<file path="src/rtl/bram_stream_reader.sv">
// bram_stream_reader
// Polls a control word at BRAM word 0. When GO is set, the reader streams the
// payload words 1..N onto a valid/ready interface and then writes an
// acknowledge word back to word 0 with DONE set (ERR set if N was out of range).
// Optional feature: define BRAM_STREAM_READER_CHECKSUM_EN to write a 32-bit
// wrapping sum of the streamed words to word N+1 before the acknowledge.
module bram_stream_reader #(
  parameter int unsigned DEPTH_WORDS   = 1024,
  parameter int unsigned POLL_INTERVAL = 256
) (
  input  logic        clk,
  input  logic        rstn,
  output logic [31:0] BRAM_addr,
  output logic        BRAM_clk,
  output logic [31:0] BRAM_din,
  input  logic [31:0] BRAM_dout,
  output logic        BRAM_en,
  output logic        BRAM_rst,
  output logic [3:0]  BRAM_we,
  output logic [31:0] m_data,
  output logic        m_valid,
  input  logic        m_ready,
  output logic        busy,
  output logic        done
);

`ifdef BRAM_STREAM_READER_CHECKSUM_EN
  // One word past the payload is reserved for the checksum.
  localparam int unsigned MaxN = DEPTH_WORDS - 2;
`else
  localparam int unsigned MaxN = DEPTH_WORDS - 1;
`endif

  localparam int unsigned CntW = (POLL_INTERVAL > 2) ? $clog2(POLL_INTERVAL) : 1;
  localparam logic [CntW-1:0] LastCnt = CntW'(POLL_INTERVAL - 1);

  typedef enum logic [2:0] {
    StIdle,
    StPollRd,
    StPollChk,
    StRd,
    StRdWait,
    StHold,
    StAck
`ifdef BRAM_STREAM_READER_CHECKSUM_EN
    ,
    StCsum
`endif
  } state_e;

  state_e          r_state;
  logic [CntW-1:0] r_poll_cnt;
  logic [15:0]     r_n;
  logic [15:0]     r_idx;
  logic            r_err;
  logic [31:0]     r_bram_addr;
  logic [31:0]     r_bram_din;
  logic            r_bram_en;
  logic [3:0]      r_bram_we;
  logic [31:0]     r_m_data;
  logic            r_m_valid;
  logic            r_busy;
  logic            r_done;
`ifdef BRAM_STREAM_READER_CHECKSUM_EN
  logic [31:0]     r_sum;
`endif

  logic            w_go;
  logic [15:0]     w_dout_n;
  logic            w_n_ok;
  logic [15:0]     w_idx_inc;
  logic [31:0]     w_next_rd_addr;
  logic [31:0]     w_ack_err_word;
  logic [31:0]     w_ack_word;
`ifdef BRAM_STREAM_READER_CHECKSUM_EN
  logic [31:0]     w_sum_next;
  logic [16:0]     w_n_inc;
  logic [31:0]     w_csum_addr;
`endif

  // Decode the control word and precompute addresses and acknowledge words.
  always_comb begin
    w_go           = BRAM_dout[31];
    w_dout_n       = BRAM_dout[15:0];
    w_n_ok         = (w_dout_n != 16'd0) && (32'(w_dout_n) <= MaxN);
    w_idx_inc      = r_idx + 16'd1;
    w_next_rd_addr = {14'b0, w_idx_inc, 2'b00};
    // ERR path takes N straight from the bus since r_n is latched on the same edge.
    w_ack_err_word = {2'b01, 1'b1, 13'b0, w_dout_n};
    w_ack_word     = {2'b01, r_err, 13'b0, r_n};
`ifdef BRAM_STREAM_READER_CHECKSUM_EN
    w_sum_next     = r_sum + r_m_data;
    w_n_inc        = {1'b0, r_n} + 17'd1;
    w_csum_addr    = {13'b0, w_n_inc, 2'b00};
`endif
  end

  // Control FSM; every BRAM and stream output is registered here.
  always_ff @(posedge clk or negedge rstn) begin
    if (!rstn) begin
      r_state     <= StIdle;
      r_poll_cnt  <= '0;
      r_n         <= 16'd0;
      r_idx       <= 16'd0;
      r_err       <= 1'b0;
      r_bram_addr <= 32'd0;
      r_bram_din  <= 32'd0;
      r_bram_en   <= 1'b0;
      r_bram_we   <= 4'h0;
      r_m_data    <= 32'd0;
      r_m_valid   <= 1'b0;
      r_busy      <= 1'b0;
      r_done      <= 1'b0;
`ifdef BRAM_STREAM_READER_CHECKSUM_EN
      r_sum       <= 32'd0;
`endif
    end else begin
      unique case (r_state)
        StIdle: begin
          if (r_poll_cnt == LastCnt) begin
            r_poll_cnt  <= '0;
            r_bram_en   <= 1'b1;
            r_bram_we   <= 4'h0;
            r_bram_addr <= 32'd0;
            r_state     <= StPollRd;
          end else begin
            r_poll_cnt <= r_poll_cnt + 1'b1;
          end
        end

        StPollRd: begin
          r_bram_en <= 1'b0;
          r_state   <= StPollChk;
        end

        StPollChk: begin
          r_n <= w_dout_n;
          if (!w_go) begin
            r_poll_cnt <= '0;
            r_state    <= StIdle;
          end else if (w_n_ok) begin
            r_busy      <= 1'b1;
            r_err       <= 1'b0;
            r_idx       <= 16'd1;
            r_bram_en   <= 1'b1;
            r_bram_addr <= 32'd4;
`ifdef BRAM_STREAM_READER_CHECKSUM_EN
            r_sum       <= 32'd0;
`endif
            r_state     <= StRd;
          end else begin
            // Bad length: skip streaming and acknowledge with ERR.
            r_busy      <= 1'b1;
            r_err       <= 1'b1;
            r_bram_en   <= 1'b1;
            r_bram_we   <= 4'hF;
            r_bram_addr <= 32'd0;
            r_bram_din  <= w_ack_err_word;
            r_done      <= 1'b1;
            r_state     <= StAck;
          end
        end

        StRd: begin
          r_bram_en <= 1'b0;
          r_state   <= StRdWait;
        end

        StRdWait: begin
          r_m_data  <= BRAM_dout;
          r_m_valid <= 1'b1;
          r_state   <= StHold;
        end

        StHold: begin
          if (r_m_valid && m_ready) begin
            r_m_valid <= 1'b0;
`ifdef BRAM_STREAM_READER_CHECKSUM_EN
            r_sum     <= w_sum_next;
`endif
            if (r_idx < r_n) begin
              r_idx       <= w_idx_inc;
              r_bram_en   <= 1'b1;
              r_bram_addr <= w_next_rd_addr;
              r_state     <= StRd;
            end else begin
`ifdef BRAM_STREAM_READER_CHECKSUM_EN
              r_bram_en   <= 1'b1;
              r_bram_we   <= 4'hF;
              r_bram_addr <= w_csum_addr;
              r_bram_din  <= w_sum_next;
              r_state     <= StCsum;
`else
              r_bram_en   <= 1'b1;
              r_bram_we   <= 4'hF;
              r_bram_addr <= 32'd0;
              r_bram_din  <= w_ack_word;
              r_done      <= 1'b1;
              r_state     <= StAck;
`endif
            end
          end
        end

`ifdef BRAM_STREAM_READER_CHECKSUM_EN
        StCsum: begin
          r_bram_en   <= 1'b1;
          r_bram_we   <= 4'hF;
          r_bram_addr <= 32'd0;
          r_bram_din  <= w_ack_word;
          r_done      <= 1'b1;
          r_state     <= StAck;
        end
`endif

        StAck: begin
          r_bram_en   <= 1'b0;
          r_bram_we   <= 4'h0;
          r_bram_addr <= 32'd0;
          r_bram_din  <= 32'd0;
          r_done      <= 1'b0;
          r_busy      <= 1'b0;
          r_poll_cnt  <= '0;
          r_state     <= StIdle;
        end

        default: begin
          r_bram_en  <= 1'b0;
          r_bram_we  <= 4'h0;
          r_poll_cnt <= '0;
          r_state    <= StIdle;
        end
      endcase
    end
  end

  assign BRAM_clk  = clk;
  assign BRAM_rst  = ~rstn;
  assign BRAM_addr = r_bram_addr;
  assign BRAM_din  = r_bram_din;
  assign BRAM_en   = r_bram_en;
  assign BRAM_we   = r_bram_we;
  assign m_data    = r_m_data;
  assign m_valid   = r_m_valid;
  assign busy      = r_busy;
  assign done      = r_done;

endmodule

</file>
<file path="config.mk">
export PLATFORM = sky130hd
export DESIGN_NAME = bram_stream_reader
export DESIGN_NICKNAME = d
export VERILOG_FILES = /design/src/rtl/bram_stream_reader.sv
export SDC_FILE = /design/constraint.sdc
export NUM_CORES = 1
export LEC_CHECK = 0
export ABC_AREA = 1
export ABC_CLOCK_PERIOD_IN_PS = 2900
export CAP_MARGIN = 20
export CORE_AREA = 2 2 102 123
export DETAILED_ROUTE_END_ITERATION = 8
export DIE_AREA = 0 0 104 125
export PLACE_DENSITY = 0.83
export RECOVER_POWER = 25
export SYNTH_ARGS = -nofsm -noshare
export SYNTH_HDL_FRONTEND = slang
export SYNTH_SLANG_ARGS = --single-unit
export TNS_END_PERCENT = 10
</file>
<file path="constraint.sdc">
create_clock -name clk -period 2.9 [get_ports clk]
set_input_delay 0.725 -clock clk [delete_from_list [all_inputs] [get_ports clk]]
set_output_delay 0.725 -clock clk [all_outputs]
set_load 0.005 [all_outputs]
</file>
==> results_dict.tcl <==
set metrics [dict create \
    tightestPinTransition_ps 1510 \
    outcome "complete, but fails checks" \
    relSlewSlack_pct -0.591 \
    yosysSeqAreaShare_pct 49.6 \
    cts_resized 0 \
    p_seq_share_pct 34.7 \
    hold_buffers 0 \
    final_layout_size_suffix_gt1_share_pct 11.2 \
    busiest_layer "met2" \
    grtUsageMet1_pct 27.2 \
    wire_per_inst_um 14.4 \
    timing.rr.start "r_idx[11]" \
    grt_pass1_wl_um 23600 \
    detailedPlace.worstSlack_ps 311 \
    crit_type "clock port to output port" \
    fill_cells 961 \
    finalInstanceArea_um2 7630 \
    die_height_um 125 \
    rsz0062_at_grt "no" \
    first_pass_iters 5 \
    initial_utilization_pct 48.8 \
    required_ps 2170 \
    critPathMaxFanout 2 \
    io_buffer_count 110 \
    finalClockSkew_ps 9.73 \
    syn_area_um2 5800 \
    grt_usage_pct 23.0 \
    p_sw_w 0.00209 \
    yosys.cell_count.top_type "nand2_1" \
    regArea_um2 2880 \
    synth_area_leaders "dfrtp_1, nand2_1, buf_4" \
    cts_tree "built" \
    yosysUniqueCellTypes 36 \
    ys.flop_type "dfrtp_1" \
    grt_max_degree 116 \
    yosysTopAreaCellShare_pct 49.6 \
    synthMuxAreaShare_pct 2.91 \
    place_area_um2 6940 \
    synthAdderAreaFrac_pct 3.67 \
    die_area_um2 13000 \
    setup_ws_ps 46.6 \
    cts_setup_buffers 0 \
    leakagePower_nw 3.76 \
    num_rows 44 \
    end_kind "output port" \
    diodes 0 \
    syn_inst 685 \
    switching_share_pct 29.2 \
    grt.met2_usage_pct 37.8 \
    synth_compound_area_share_pct 8.74 \
    cp-startpoint "clk" \
    antenna_found_initial 0 \
    drc 0 \
    pwr-share-comb_pct 30.8 \
    ff2ff_path_depth 9 \
    avgSynthCellArea_um2 8.47 \
    viasPerCell 5.01 \
    startpoint_type "clock port" \
    tns_ps 0 \
    area_growth_pct 31.6 \
    clock_power_share_pct 34.5 \
    crit_end "BRAM_clk" \
    vias 4877 \
    hold_start "BRAM_din[12]" \
    drt_iter0_drc 308 \
    dp_hpwl_um 9720 \
    yosysWarnings 0 \
    hold_viol 0 \
    ys_seq_elements 115 \
    globalplace.congestion 0.925 \
    intPower_w 0.00507 \
    clk_latency_ps 520 \
    yosys-top-cells-count "nand2_1, dfrtp_1, inv_1" \
    maxCapViolCount 1 \
    yosysTopAreaCell "dfrtp_1" \
    synth_top_family_by_area "simple AND/OR/NAND/NOR gates" \
    synth_edf_count 0 \
    ys_async_sr_fraction_pct 100 \
    crit_arrival_ps 2130 \
    power_per_cell_area_nw_per_um2 938 \
    die_x_um 104 \
    setup_viol 0 \
    min_path_type "flip-flop to flip-flop" \
    clkTransAtPathRegs_ps 50 \
    vdd_ir_drop_max_mv 0.506 \
    met3_usage_pct 6.88 \
    ant_nets 0 \
    synthSimpleGateAreaFrac_pct 23.9 \
    multi_input_area_um2 2440 \
    slew_viol_final 115 \
    violations "capacitance limit, slew limit" \
    synth-xor-area-share_pct 0.906 \
    grt_pass1_vias 4898 \
    core-area_um2 11900 \
    grt_overflow_total 0 \
    rrSetupSlack_ps 770 \
    io_pins 141 \
    r2r_end "r_idx[11]" \
    finalNetCount 853 \
    routed_wl_um 14000 \
]
## state kept, by name, indices dropped and copies added (netlist names)
name and count:
BRAM_addr 16, BRAM_din 18, BRAM_en 1, BRAM_we 1, busy 1, done 1, m_data 32, m_valid 1
r_err 1, r_idx 16, r_n 16, r_poll_cnt 8, r_state 3
## power by group through the flow
stage | Combinational (W) | Clock, W | Sequential, W
2_1_floorplan | 0.00106 | 0.0000224 | 0.00250
3_3_place_gp | 0.00215 | 0.0000290 | 0.00248
3_5_place_dp | 0.00220 | 0.0000290 | 0.00250
4_1_cts | 0.00223 | 0.00250 | 0.00249
5_1_grt | 0.00245 | 0.00258 | 0.00256
6_report | 0.00220 | 0.00247 | 0.00249
## worst min-delay path by stage
stage | end | slack, ps | depth (start not counted)
floorplan | BRAM_addr[10] | 430 | 0
global placement | BRAM_din[12] | 450 | 2
detailed placement | BRAM_din[12] | 460 | 2
CTS | r_poll_cnt[2] | 380 | 2
global route | BRAM_din[12] | 490 | 2
finish | BRAM_din[12] | 470 | 2
## cells in the final DEF (no fill, tap or decap), types with 5 or more instances in the layout
cell type and n:
inv_2 8, inv_1 56, o22ai_1 18, xor2_1 5, o21ai_0 45, dfrtp_1 115, nand2_1 218, nor2_1 34
conb_1 30, a21oi_1 17, clkdlybuf4s50_1 109, nor2_4 5, nand3_1 35, ha_1 17, mux2_2 15, clkbuf_16 20
buf_4 7, nand2_2 13, nor3_1 6
## area by class of cell
cell class | instances | share of cell area, %
Timing Repair Buffer | 117 | 15.0
Sequential cell | 115 | 37.7
Clock inverter | 9 | 1.98
Multi-Input combinational cell | 481 | 32.0
Clock buffer | 26 | 7.46
Inverter | 65 | 3.20
Tap cell | 161 | 2.64
## through the flow
step / std cells / hold slack [ps] / power, W / utilization (%)
final: 974 / 469 / 0.00716 / 64.2
after global routing: 974 / 487 / 0.00759 / 64.2
after CTS: 974 / 379 / 0.00722 / 64.3
after detailed placement: 940 / 457 / 0.00473 / 58.3
after global placement: 940 / 453 / 0.00466 / 58.3
after floorplan: 714 / 429 / 0.00358 / -
## critical path, cell delays in order
cell             delay (ps)
clkbuf_16               120
clkbuf_16               130
clkdlybuf4s50_1         430
## layer usage
metal / part of all wire (%) / wire [µm]
met5: 0 / 0
met4: 3.4 / 477
met3: 6.3 / 892
met2: 48 / 6790
met1: 42 / 5890
## cell families after synthesis
kind of cell / Yosys count
flops: 115
compound gates: 90
buf+inv: 118
simple gates: 323
mux: 15
fa+ha+maj: 17
xor+xnor: 6
other cells: 1
Note: power is estimated with default switching activity, not from simulation.
